## config.mk

```make
export PLATFORM = sky130hd
export DESIGN_NAME = cache_cmd_dispatch
export DESIGN_NICKNAME = d
export VERILOG_FILES = /design/src/rtl/cache_cmd_dispatch.sv
export SDC_FILE = /design/constraint.sdc
export NUM_CORES = 1
export LEC_CHECK = 0
export ABC_CLOCK_PERIOD_IN_PS = 2700
export CORE_ASPECT_RATIO = 0.7
export CORE_UTILIZATION = 45
export CTS_CLUSTER_DIAMETER = 80
export DETAILED_ROUTE_END_ITERATION = 7
export PLACE_DENSITY = 0.76
export SLEW_MARGIN = 20
export SYNTH_ARGS = -nofsm -noshare
export SYNTH_HDL_FRONTEND = slang
export SYNTH_SLANG_ARGS = --single-unit
```

## constraint.sdc

```tcl
create_clock -name clk -period 2.7 [get_ports clk]
set_input_delay 0.81 -clock clk [delete_from_list [all_inputs] [get_ports clk]]
set_output_delay 0.81 -clock clk [all_outputs]
set_load 0.01 [all_outputs]
```

## src/rtl/cache_cmd_dispatch.sv

```systemverilog
// cache_cmd_dispatch: queues trace commands in a small FIFO and dispatches them
// in order, one at a time, to the data-cache port, the instruction-cache port,
// or the clear/print strobes.
// Optional feature macro: CMD_STATS_EN (dispatched-op and dropped-command counters).
module cache_cmd_dispatch #(
    parameter int unsigned FIFO_DEPTH   = 4,
    parameter int unsigned ADDRESS_BITS = 32,
    parameter int unsigned OFFSET_BITS  = 6,
    parameter int unsigned INDEX_BITS   = 14,
    localparam int unsigned TAG_BITS    = ADDRESS_BITS - INDEX_BITS - OFFSET_BITS
) (
    input  logic                    clk,
    input  logic                    rst,
    input  logic                    in_valid,
    output logic                    in_ready,
    input  logic [3:0]              in_cmd,
    input  logic [ADDRESS_BITS-1:0] in_addr,
    output logic                    d_req_valid,
    input  logic                    d_req_ready,
    output logic [2:0]              d_req_op,
    output logic                    i_req_valid,
    input  logic                    i_req_ready,
    output logic [TAG_BITS-1:0]     req_tag,
    output logic [INDEX_BITS-1:0]   req_index,
    output logic [OFFSET_BITS-1:0]  req_offset,
    output logic                    clr_pulse,
    output logic                    print_pulse,
    output logic                    busy,
    output logic [31:0]             read_count,
    output logic [31:0]             write_count,
    output logic [31:0]             fetch_count,
    output logic [15:0]             bad_cmd_count
);

    localparam int unsigned PTR_W = $clog2(FIFO_DEPTH);
    localparam int unsigned CNT_W = PTR_W + 1;

    typedef struct packed {
        logic [3:0]              cmd;
        logic [ADDRESS_BITS-1:0] addr;
    } fifo_entry_t;

    typedef enum logic [1:0] {
        ST_IDLE,
        ST_REQ_D,
        ST_REQ_I,
        ST_STROBE
    } state_t;

    fifo_entry_t            r_mem [FIFO_DEPTH];
    logic [PTR_W-1:0]       r_wr_ptr;
    logic [PTR_W-1:0]       r_rd_ptr;
    logic [CNT_W-1:0]       r_count;
    logic                   r_avail;
    logic                   r_in_ready;
    state_t                 r_state;
    logic                   r_d_valid;
    logic                   r_i_valid;
    logic                   r_clr;
    logic                   r_print;
    logic                   r_busy;
    logic [2:0]             r_op;
    logic [TAG_BITS-1:0]    r_tag;
    logic [INDEX_BITS-1:0]  r_index;
    logic [OFFSET_BITS-1:0] r_offset;

    state_t                 w_state_next;
    fifo_entry_t            w_head;
    logic                   w_push;
    logic                   w_pop;
    logic [CNT_W-1:0]       w_count_next;
    logic                   w_load;
    logic                   w_clr_set;
    logic                   w_print_set;

    assign w_head       = r_mem[r_rd_ptr];
    assign w_push       = in_valid && r_in_ready;
    assign w_count_next = r_count + CNT_W'(w_push) - CNT_W'(w_pop);
    assign w_load       = w_pop && ((w_state_next == ST_REQ_D) || (w_state_next == ST_REQ_I));
    assign w_clr_set    = w_pop && (w_state_next == ST_STROBE) && !w_head.cmd[0];
    assign w_print_set  = w_pop && (w_state_next == ST_STROBE) && w_head.cmd[0];

    // FIFO storage write; contents need no reset, pointers and count do
    always_ff @(posedge clk) begin
        if (w_push) begin
            r_mem[r_wr_ptr] <= fifo_entry_t'({in_cmd, in_addr});
        end
    end

    // FIFO pointers, occupancy, and a one-cycle-delayed "head available" flag
    // that gives the two-edge push-to-request latency; it drops for a cycle
    // after every pop so a stale count is never acted on
    always_ff @(posedge clk or posedge rst) begin
        if (rst) begin
            r_wr_ptr   <= '0;
            r_rd_ptr   <= '0;
            r_count    <= '0;
            r_avail    <= 1'b0;
            r_in_ready <= 1'b1;
        end else begin
            if (w_push) r_wr_ptr <= r_wr_ptr + PTR_W'(1);
            if (w_pop)  r_rd_ptr <= r_rd_ptr + PTR_W'(1);
            r_count    <= w_count_next;
            r_avail    <= (r_count != '0) && !w_pop;
            r_in_ready <= (w_count_next < CNT_W'(FIFO_DEPTH));
        end
    end

    // FSM state register
    always_ff @(posedge clk or posedge rst) begin
        if (rst) r_state <= ST_IDLE;
        else     r_state <= w_state_next;
    end

    // FSM next state and pop decision; illegal commands are popped and stay in IDLE
    always_comb begin
        w_state_next = r_state;
        w_pop        = 1'b0;
        case (r_state)
            ST_IDLE: begin
                if (r_avail) begin
                    w_pop = 1'b1;
                    case (w_head.cmd)
                        4'd0, 4'd1, 4'd3, 4'd4: w_state_next = ST_REQ_D;
                        4'd2:                   w_state_next = ST_REQ_I;
                        4'd8, 4'd9:             w_state_next = ST_STROBE;
                        default:                w_state_next = ST_IDLE;
                    endcase
                end
            end
            ST_REQ_D:  if (d_req_ready) w_state_next = ST_IDLE;
            ST_REQ_I:  if (i_req_ready) w_state_next = ST_IDLE;
            ST_STROBE: w_state_next = ST_IDLE;
            default:   w_state_next = ST_IDLE;
        endcase
    end

    // Registered request/strobe outputs, decoded from the next state; fields load on entry
    always_ff @(posedge clk or posedge rst) begin
        if (rst) begin
            r_d_valid <= 1'b0;
            r_i_valid <= 1'b0;
            r_clr     <= 1'b0;
            r_print   <= 1'b0;
            r_busy    <= 1'b0;
            r_op      <= '0;
            r_tag     <= '0;
            r_index   <= '0;
            r_offset  <= '0;
        end else begin
            r_d_valid <= (w_state_next == ST_REQ_D);
            r_i_valid <= (w_state_next == ST_REQ_I);
            r_clr     <= w_clr_set;
            r_print   <= w_print_set;
            r_busy    <= (w_count_next != '0) || (w_state_next != ST_IDLE);
            if (w_load) begin
                r_op     <= w_head.cmd[2:0];
                r_tag    <= w_head.addr[ADDRESS_BITS-1 -: TAG_BITS];
                r_index  <= w_head.addr[OFFSET_BITS +: INDEX_BITS];
                r_offset <= w_head.addr[OFFSET_BITS-1:0];
            end
        end
    end

    assign in_ready    = r_in_ready;
    assign d_req_valid = r_d_valid;
    assign i_req_valid = r_i_valid;
    assign d_req_op    = r_op;
    assign req_tag     = r_tag;
    assign req_index   = r_index;
    assign req_offset  = r_offset;
    assign clr_pulse   = r_clr;
    assign print_pulse = r_print;
    assign busy        = r_busy;

`ifdef CMD_STATS_EN
    logic [31:0] r_read_count;
    logic [31:0] r_write_count;
    logic [31:0] r_fetch_count;
    logic [15:0] r_bad_count;
    logic        w_d_hs;
    logic        w_i_hs;
    logic        w_drop;

    assign w_d_hs = r_d_valid && d_req_ready;
    assign w_i_hs = r_i_valid && i_req_ready;
    assign w_drop = w_pop && (w_state_next == ST_IDLE);

    // Op statistics; the op counters clear as clr_pulse rises, the drop counter saturates
    always_ff @(posedge clk or posedge rst) begin
        if (rst) begin
            r_read_count  <= '0;
            r_write_count <= '0;
            r_fetch_count <= '0;
            r_bad_count   <= '0;
        end else begin
            if (w_clr_set) begin
                r_read_count  <= '0;
                r_write_count <= '0;
                r_fetch_count <= '0;
            end else begin
                if (w_d_hs && (r_op == 3'd0)) r_read_count  <= r_read_count + 32'd1;
                if (w_d_hs && (r_op == 3'd1)) r_write_count <= r_write_count + 32'd1;
                if (w_i_hs)                   r_fetch_count <= r_fetch_count + 32'd1;
            end
            if (w_drop && (r_bad_count != 16'hFFFF)) r_bad_count <= r_bad_count + 16'd1;
        end
    end

    assign read_count    = r_read_count;
    assign write_count   = r_write_count;
    assign fetch_count   = r_fetch_count;
    assign bad_cmd_count = r_bad_count;
`else
    assign read_count    = 32'd0;
    assign write_count   = 32'd0;
    assign fetch_count   = 32'd0;
    assign bad_cmd_count = 16'd0;
`endif

endmodule

```

==> results of run 1 <==
## logic make-up after synthesis
group,share of synthesized area [%]
DFF,68.7
muxes,15.1
AOI/OAI and AO/OA,0.706
other,0.0460
adders and majority gates,1.78
buffers and inverters,11.8
and+or+nand+nor,1.30
xor gates and xnor gates,0.537
## worst max path at each step
stage / from / endpoint / slack [ns] / depth (start not counted)
global route: r_rd_ptr[0] / req_tag[11] / -0.11 / 10
finish: r_rd_ptr[0] / d_req_op[0] / -0.06 / 9
global placement: i_req_ready / req_offset[4] / -0.02 / 6
floorplan: r_rd_ptr[0] / d_req_op[1] / 0.11 / 10
CTS: r_rd_ptr[0] / d_req_op[0] / -0.009 / 9
detailed placement: in_valid / busy / -0.13 / 8
## cells in the mapped netlist, drive strengths merged, types with 2 or more instances
| cell | n | area (µm²) |
|---|---|---|
| buf | 122 | 922 |
| and3 | 5 | 31.3 |
| nand2 | 3 | 11.3 |
| edfxtp | 144 | 4320 |
| inv | 8 | 30.0 |
| xnor2 | 4 | 35.0 |
| mux4 | 36 | 818 |
| clkbuf | 2 | 7.51 |
| nor2 | 6 | 22.5 |
| mux2 | 36 | 405 |
| dfrtp | 50 | 1250 |
| ha | 10 | 125 |
## what timing repair did
item	4_1_cts	5_1_grt
setup buffers	12	1
endpoints found under the setup margin	35	36
cloned	3	0
hold buffers	0	0
pin swaps	4	2
resized for setup	9	16
## cell type report
class | instances | area (µm²)
clock buffer | 17 | 425
clock inverter | 15 | 156
fill | 1325 | 7610
inverter | 8 | 30.0
multi-input combinational | 226 | 2080
sequential | 195 | 5600
tap | 231 | 289
timing repair buffer | 120 | 1220
## sequential cells by signal, summed over array words and instances (netlist names)
register / count
busy: 1
clr_pulse: 1
d_req_op: 3
d_req_valid: 1
i_req_valid: 1
in_ready: 1
print_pulse: 1
r_avail: 1
r_count: 3
r_mem: 144
r_rd_ptr: 2
r_state: 2
r_wr_ptr: 2
req_index: 14
req_offset: 6
req_tag: 12
## routing by layer
layer	vias to the layer above	global-route usage [%]	share of wire [%]
li1	1684	-	-
met3	21	4.27	6.0
met5	-	0	0.091
met2	163	26.7	49
met1	1970	21.1	43
met4	2	5.92	1.7
## power groups by stage
stage          clock network [µW]  registers, µW  logic, µW
4_1_cts                      2480           4320       3960
3_5_place_dp                    0           4370       3500
3_3_place_gp                    0           4340       3380
5_1_grt                      2590           4390       4410
6_report                     2430           4310       4100
2_1_floorplan                   0           4390       2190
## stage by stage
stage | worst slack [ns] | TNS (ns) | power, µW
3_3_place_gp | -0.0181 | -0.426 | 7730
6_report | -0.0563 | -0.878 | 10800
5_1_grt | -0.106 | -2.54 | 11400
4_1_cts | -0.00889 | -0.0501 | 10800
3_5_place_dp | -0.126 | -1.53 | 7870
2_1_floorplan | 0.107 | 0 | 6580
## worst register-to-register path, cell delays in order, from the launching register on
cell       delay [ns]
dfrtp_2          0.44
buf_12           0.13
mux4_2           0.54
o21a_1           0.23
o2bb2ai_4        0.16
a22oi_2          0.08
ha_1             0.29
and2_4           0.17
bufbuf_16        0.27
mux2_2           0.33
==> impl_metrics.csv, run 1 <==
group,metric,value,unit
worst_setup_path,reg2reg_from,"r_rd_ptr[0]",
routing,routed_via_density,4.73,
routing,wl,14300,µm
sta,setup_violations,27,
cells_and_area,layout_commonest_cell,"edfxtp_1",
status,status,"finished with violations",
global_routing,track_usage,16.3,%
logic_synthesis,async_reset_ff_share,26.2,%
pwr,power.combinational.fraction,37.8,%
placement,placed_area,8960,µm²
logic_synthesis,ys.flop_type,"edfxtp_1",
logic_synthesis,yosysSeqAreaShare,68.7,%
clock_network,clockRootBuffer,"clkbuf_16",
clock_network,insertion_delay,0.42,ns
routing,drt-wirelength-per-cell,17.7,µm
cells_and_area,final_cell_mix,"144 x edfxtp_1, 112 x conb_1, 81 x clkdlybuf4s50_1",
sta,period_share,102,%
logic_synthesis,synth-edff-count,144,
worst_setup_path,cp_num_buf_inv,2,
routing,first_iter_violations,160,
sta,drv_slew,0,
clock_network,cts_max_path_buffers,2,
sta,finalWorstSetupSlack,-0.0563,ns
die,dieArea,18700,µm²
worst_setup_path,end_kind,"flop",
logic_synthesis,synth_area,8150,µm²
worst_setup_path,setup.worst_path.class,"flop to flop",
sta,hold_ws,0.507,ns
logic_synthesis,avgSynthCellArea,18.4,µm²
placement,dp_hpwl,8990,µm
worst_setup_path,cp.required,3.00,ns
cells_and_area,antenna_cells,0,
logic_synthesis,synthDistinctLibCells,32,
die,die_height,115,µm
job,maxCapViolCount,0,
logic_synthesis,ys_seq_elements,195,
die,coreArea,17400,µm²
pwr,ir_worst_vdd,0.547,mV
clock_network,cts_made_buffers,17,
placement,gp_congestion,0.787,
global_routing,overflow,0,
worst_setup_path,cp_cell_sequence,"buf_12, mux4_2, o21a_1, o2bb2ai_4, a22oi_2, ha_1, and2_4, bufbuf_16, mux2_2",
die,pin_count,194,
worst_hold_path,hold-path-endpoint,"req_tag[3]",
pwr,p_seq_share,39.8,%
pwr,p_int,7570,µW
sta,worst_slew_pin_slew,0.761,ns
die,initial_core_util,46.8,%
clock_network,cts_htree_levels,4,
routing,dr.pass1.iters,4,
worst_setup_path,crit_path_start_kind,"flop",
routing,drc,0,
sta,rsz0062_at_grt,"true",
pwr,p_leak,0.00372,µW
worst_setup_path,cp_max_fo,5,
pwr,power.share.clock,22.4,%
placement,io_buffers,81,
routing,antenna_left,0,
cells_and_area,finalNonFillerCells,812,
worst_hold_path,hp-class,"flop to flop",
routing,via_count,3840,
global_routing,grt_pass1_vias,4002,
sta,finalCriticalPeriod,2.76,ns
global_routing,grt_pass1_wl,22000,µm
worst_setup_path,ff2ff_setup_slack,-0.06,ns
pwr,p_per_area,1110,nW/µm²
cells_and_area,fin_area,9810,µm²
cells_and_area,nets,620,
worst_setup_path,cp.arrival,3.06,ns
logic_synthesis,synth_cells,442,
cells_and_area,area_growth,20.3,%
global_routing,antenna_found_initial,1,
logic_synthesis,ys_warn_count,0,
worst_setup_path,worstRegToRegCells,9,
cells_and_area,final_util,56.3,%
worst_setup_path,cp_slowest_cell,"mux4_2",
clock_network,cts.sinks,195,
cells_and_area,drive_gt1_share,26.9,%
status,violations,"setup timing",
sta,maxSlewHeadroom,49.1,%
worst_setup_path,critPathTopFamily,"multiplexers",
die,num_rows,40,
global_routing,grt_max_degree,52,
sta,fmax,0.363,GHz
worst_setup_path,timing.rr.end,"d_req_op[0]",
worst_setup_path,crit_path_max_incr_delay,0.54,ns
clock_network,cts_tree,"done",
clock_network,path_clk_slew,0.08,ns
pwr,p_sw_share,30.2,%
worst_hold_path,holdPathStages,1,
sta,finalHoldViolCount,0,
placement,placedCellCount,765,
die,die_x,163,µm
worst_hold_path,hold_start,"req_tag[3]",
sta,fin_skew,0.0141,ns
pwr,power.switching,3270,µW
No activity file was read; power rests on OpenSTA's default activity.
==> run 2, diff against run 1 <==
--- a/config.mk
+++ b/config.mk
@@ -8,8 +8,10 @@
 export ABC_CLOCK_PERIOD_IN_PS = 2700
 export CORE_ASPECT_RATIO = 0.7
 export CORE_UTILIZATION = 45
-export CTS_CLUSTER_DIAMETER = 80
+export CTS_CLUSTER_DIAMETER = 200
 export DETAILED_ROUTE_END_ITERATION = 7
+export GPL_TIMING_DRIVEN = 0
+export HOLD_SLACK_MARGIN = 0.02
 export PLACE_DENSITY = 0.76
 export SLEW_MARGIN = 20
 export SYNTH_ARGS = -nofsm -noshare
==> impl_metrics.csv, run 2 (synthesis results as in run 1) <==
group,metric,value,unit
status,status,"finished with violations",
status,violations,"setup timing",
routing,dr.pass1.iters,4,
die,coreArea,17400,µm²
sta,finalCriticalPeriod,2.78,ns
worst_setup_path,cp_slowest_cell,"mux4_2",
cells_and_area,nets,735,
pwr,ir_worst_vdd,0.459,mV
worst_hold_path,hold_start,"req_index[1]",
worst_setup_path,cpMostUsedCell,"buf_12",
clock_network,insertion_delay,0.42,ns
die,num_rows,40,
clock_network,cts_htree_levels,4,
global_routing,antenna_found_initial,0,
routing,routed_via_density,4.43,
cells_and_area,layout_commonest_cell,"edfxtp_1",
pwr,p_leak,0.00439,µW
routing,first_iter_violations,211,
sta,finalWorstSetupSlack,-0.0751,ns
worst_setup_path,cp.required,3.00,ns
placement,gp_congestion,0.722,
clock_network,cts_made_buffers,17,
placement,placedCellCount,870,
global_routing,track_usage,16.9,%
die,pin_count,194,
global_routing,grt_pass1_wl,22900,µm
routing,via_count,4107,
worst_setup_path,cp_cell_sequence,"buf_8, buf_6, mux4_2, mux2i_2, o32a_1, ha_1, and2_4, buf_12, buf_12, mux2_2",
sta,drv_slew,0,
cells_and_area,final_cell_mix,"144 x edfxtp_1, 137 x buf_4, 112 x conb_1",
die,dieArea,18700,µm²
pwr,p_per_area,1040,nW/µm²
sta,worst_slew_pin_slew,0.742,ns
placement,dp_hpwl,9640,µm
global_routing,overflow,0,
worst_setup_path,cp_max_fo,10,
job,maxCapViolCount,0,
sta,setup_violations,37,
cells_and_area,area_growth,31.9,%
worst_setup_path,setup.worst_path.class,"flop to flop",
routing,drc,0,
worst_setup_path,cp.arrival,3.07,ns
cells_and_area,antenna_cells,0,
worst_hold_path,hp-class,"flop to flop",
sta,period_share,103,%
placement,io_buffers,81,
clock_network,cts_max_path_buffers,2,
sta,maxSlewHeadroom,50.6,%
clock_network,clockRootBuffer,"clkbuf_16",
cells_and_area,drive_gt1_share,38.4,%
routing,wl,15000,µm
cells_and_area,n_fill_cell,1268,
worst_setup_path,ff2ff_setup_slack,-0.08,ns
cells_and_area,finalNonFillerCells,927,
clock_network,path_clk_slew,0.08,ns
worst_setup_path,startpoint,"r_rd_ptr[0]",
clock_network,cts.sinks,195,
sta,fin_skew,0.0189,ns
worst_setup_path,crit_path_start_kind,"flop",
sta,rsz0062_at_grt,"true",
sta,fmax,0.360,GHz
die,initial_core_util,46.8,%
die,die_x,163,µm
die,die_height,115,µm
global_routing,grt_pass1_vias,4226,
routing,antenna_left,0,
clock_network,cts_tree,"done",
sta,hold_ws,0.511,ns
global_routing,grt_max_degree,52,
worst_setup_path,crit_path_max_incr_delay,0.57,ns
routing,drt-wirelength-per-cell,16.1,µm
cells_and_area,largest_register,"r_mem",
worst_setup_path,end_kind,"flop",
sta,finalHoldViolCount,0,
worst_setup_path,reg2reg_from,"r_rd_ptr[0]",
cells_and_area,largest_reg_flops,144,
==> run 2: cell count changes in the layout (fill, tap and decap cells not counted), sizes merged <==
cell      change
buf         +113
clkbuf        +4
bufbuf        -1
clkinvlp      -1
==> run 2: per-layer routing <==
metal	track usage [%]	part of all wire, %	vias to the layer above
li1	-	-	1908
met1	21.5	42	2040
met2	28.5	51	148
met3	4.45	6.1	11
met4	5.05	0.76	0
met5	0	0	-
==> run 2: area by class of cell <==
| type | count | area, µm² | share of cell area, % |
|---|---|---|---|
| clock buffer | 18 | 439 | 4.08 |
| timing repair buffer | 111 | 1130 | 10.5 |
| tap | 231 | 289 | 2.69 |
| sequential | 195 | 5600 | 52.1 |
| inverter | 8 | 32.5 | 0.303 |
| buffer | 124 | 975 | 9.07 |
| clock inverter | 14 | 155 | 1.44 |
| multi-input combinational | 226 | 2130 | 19.8 |
==> run 2: stage by stage <==
stage                     setup slack, ns  power, µW  cell area [µm²]  TNS, ns  util, %
after global placement             -0.671       7730             9670  -131.03     55.5
after global routing               -0.176      11800            10800    -5.28     61.7
after detailed placement           -0.258       7930             9780    -7.11     56.2
final                             -0.0751      11200            10800    -1.64     61.7
after CTS                         -0.0464      11200            10700   -0.598     61.6
after floorplan                     0.107       6580             8570        0        -
==> run 2: timing repair <==
item	in CTS	in global routing
hold buffers	0	0
buffers inserted	24	1
cloned	1	0
endpoints found under the setup margin	35	38
pin swaps	1	3
gates resized for setup	38	5
==> run 2: worst paths after layout <==
check,endpoint,cells past startpoint
max,req_index[2],10
min,req_index[1],1
max reg2reg,req_index[2],10
min reg2reg,req_index[1],1
max in group asynchronous,in_ready,3
min in group asynchronous,d_req_valid,3
==> run 2: report_power, final <==
| part | leakage (µW) | internal [µW] | switching (µW) |
|---|---|---|---|
| combinational | 0.00218 | 2610 | 1820 |
| sequential | 0.00192 | 3960 | 319 |
| clock | 0.000292 | 1270 | 1180 |
| total | 0.00439 | 7840 | 3330 |
==> run 2: worst max-delay path: cells and delay by family, from the launching register on <==
family          cells  cell delay [ns]
compound gates      1             0.19
mux                 3             1.10
fa+ha+maj           1             0.30
simple gates        1             0.15
flops               1             0.40
buf+inv             4             0.50
==> run 3, diff against run 2 <==
--- a/config.mk
+++ b/config.mk
@@ -7,12 +7,13 @@
 export LEC_CHECK = 0
 export ABC_CLOCK_PERIOD_IN_PS = 2700
 export CORE_ASPECT_RATIO = 0.7
-export CORE_UTILIZATION = 45
+export CORE_UTILIZATION = 47
+export CTS_BUF_LIST = sky130_fd_sc_hd__clkbuf_4 sky130_fd_sc_hd__clkbuf_8
 export CTS_CLUSTER_DIAMETER = 200
 export DETAILED_ROUTE_END_ITERATION = 7
 export GPL_TIMING_DRIVEN = 0
 export HOLD_SLACK_MARGIN = 0.02
-export PLACE_DENSITY = 0.76
+export PLACE_DENSITY = 0.79
 export SLEW_MARGIN = 20
 export SYNTH_ARGS = -nofsm -noshare
 export SYNTH_HDL_FRONTEND = slang
==> impl_metrics.csv, run 3 (synthesis results as in run 1) <==
group,metric,value,unit
routing,drc,0,
pwr,p_leak,0.00427,µW
pwr,p_per_area,998,nW/µm²
pwr,ir_worst_vdd,0.464,mV
placement,placedCellCount,863,
global_routing,grt_pass1_wl,21800,µm
cells_and_area,antenna_cells,0,
clock_network,clockRootBuffer,"clkbuf_8",
routing,drt-wirelength-per-cell,16.4,µm
worst_setup_path,cp.arrival,3.14,ns
sta,fin_skew,0.0210,ns
worst_setup_path,cp_max_fo,6,
cells_and_area,final_cell_mix,"144 x edfxtp_1, 119 x buf_4, 112 x conb_1",
status,status,"finished with violations",
die,initial_core_util,49.0,%
sta,maxSlewHeadroom,52.9,%
worst_setup_path,setup.worst_path.class,"flop to flop",
routing,via_count,4058,
clock_network,cts_htree_levels,4,
placement,dp_hpwl,9530,µm
placement,placed_area,9780,µm²
sta,finalCriticalPeriod,2.81,ns
global_routing,grt_pass1_vias,4135,
clock_network,cts_made_buffers,17,
sta,rsz0062_at_grt,"true",
routing,routed_via_density,4.47,
cells_and_area,largest_register,"r_mem",
status,violations,"setup timing",
cells_and_area,largest_reg_flops,144,
sta,worst_slew_pin_slew,0.707,ns
routing,dr.pass1.iters,5,
global_routing,track_usage,16.5,%
global_routing,overflow,0,
job,maxCapViolCount,0,
worst_hold_path,hp-class,"flop to flop",
die,die_x,159,µm
cells_and_area,fin_area,10500,µm²
worst_setup_path,crit_path_start_kind,"flop",
sta,hold_ws,0.518,ns
sta,fmax,0.356,GHz
cells_and_area,final_util,63.1,%
cells_and_area,nets,722,
clock_network,cts_max_path_buffers,2,
cells_and_area,area_growth,28.9,%
clock_network,insertion_delay,0.45,ns
placement,gp_congestion,0.725,
clock_network,cts_tree,"done",
sta,drv_slew,0,
global_routing,antenna_found_initial,0,
die,pin_count,194,
die,num_rows,39,
sta,finalHoldViolCount,0,
sta,finalWorstSetupSlack,-0.105,ns
routing,first_iter_violations,206,
die,dieArea,17900,µm²
clock_network,path_clk_slew,0.10,ns
cells_and_area,drive_gt1_share,36.8,%
sta,setup_violations,35,
sta,period_share,104,%
worst_setup_path,end_kind,"flop",
die,die_height,112,µm
cells_and_area,finalNonFillerCells,907,
clock_network,cts.sinks,195,
placement,io_buffers,81,
cells_and_area,layout_commonest_cell,"edfxtp_1",
routing,wl,14900,µm
global_routing,grt_max_degree,52,
worst_setup_path,cp.required,3.03,ns
routing,antenna_left,0,
die,coreArea,16600,µm²
## run 3: cell types whose count changed in the layout (fill, tap and decap cells not counted), moves of 2 or more
cell / before / now
buf_4: 137 / 119
clkbuf_8: 1 / 17
clkbuf_16: 17 / 3
mux2_2: 14 / 6
mux2_4: 22 / 30
buf_12: 8 / 3
buf_16: 2 / 5
buf_6: 1 / 4
clkinv_8: 3 / 1
ha_1: 8 / 10
## run 3: routing by layer
| metal | global-route usage (%) | part of all wire (%) | up-vias |
|---|---|---|---|
| li1 | - | - | 1876 |
| met1 | 20.5 | 43 | 2029 |
| met2 | 28.4 | 50 | 148 |
| met3 | 4.25 | 7.0 | 5 |
| met4 | 5.38 | 0.36 | 0 |
| met5 | 0 | 0 | - |
## run 3: final timing paths
path / start / slack (ns) / endpoint / cells past startpoint
min: req_offset[5] / 0.52 / req_offset[5] / 1
max in group asynchronous: rst / 1.40 / req_tag[9] / 2
max: r_rd_ptr[0] / -0.11 / req_index[3] / 10
max reg2reg: r_rd_ptr[0] / -0.11 / req_index[3] / 10
min in group asynchronous: rst / 0.82 / clr_pulse / 2
min reg2reg: req_offset[5] / 0.52 / req_offset[5] / 1
## run 3: timing repair
action | CTS | global route
endpoints found under the setup margin | 35 | 35
hold buffers | 0 | 0
buffers inserted | 7 | 2
resized for setup | 18 | 31
cloned | 1 | 3
pin swaps | 4 | 4
## run 3: cell type report
cell class	count	area [µm²]
Buffer	124	967
Clock buffer	17	234
Clock inverter	14	139
Fill cell	1210	6130
Inverter	8	32.5
Multi-Input combinational cell	226	2140
Sequential cell	195	5600
Tap cell	225	282
Timing Repair Buffer	98	1110
## run 3: power breakdown
group	internal [µW]	switching, µW
Clock	684	1100
Combinational	2600	1820
Sequential	3960	324
## run 3: worst max-delay path: stages (launching register included)
cell	delay, ns
dfrtp_1	0.42
buf_8	0.14
mux4_2	0.55
o21a_1	0.22
o2bb2ai_4	0.17
a22oi_2	0.08
ha_1	0.32
and2_4	0.18
buf_12	0.15
buf_12	0.12
mux2_2	0.33
## run 3: stage by stage
| step | setup TNS [ns] | power, µW | worst slack [ns] |
|---|---|---|---|
| 2_1_floorplan | 0 | 6580 | 0.107 |
| 3_3_place_gp | -124.92 | 7720 | -0.653 |
| 3_5_place_dp | -5.88 | 7950 | -0.260 |
| 4_1_cts | -0.594 | 10000 | -0.0444 |
| 5_1_grt | -5.89 | 11000 | -0.189 |
| 6_report | -3.00 | 10500 | -0.105 |
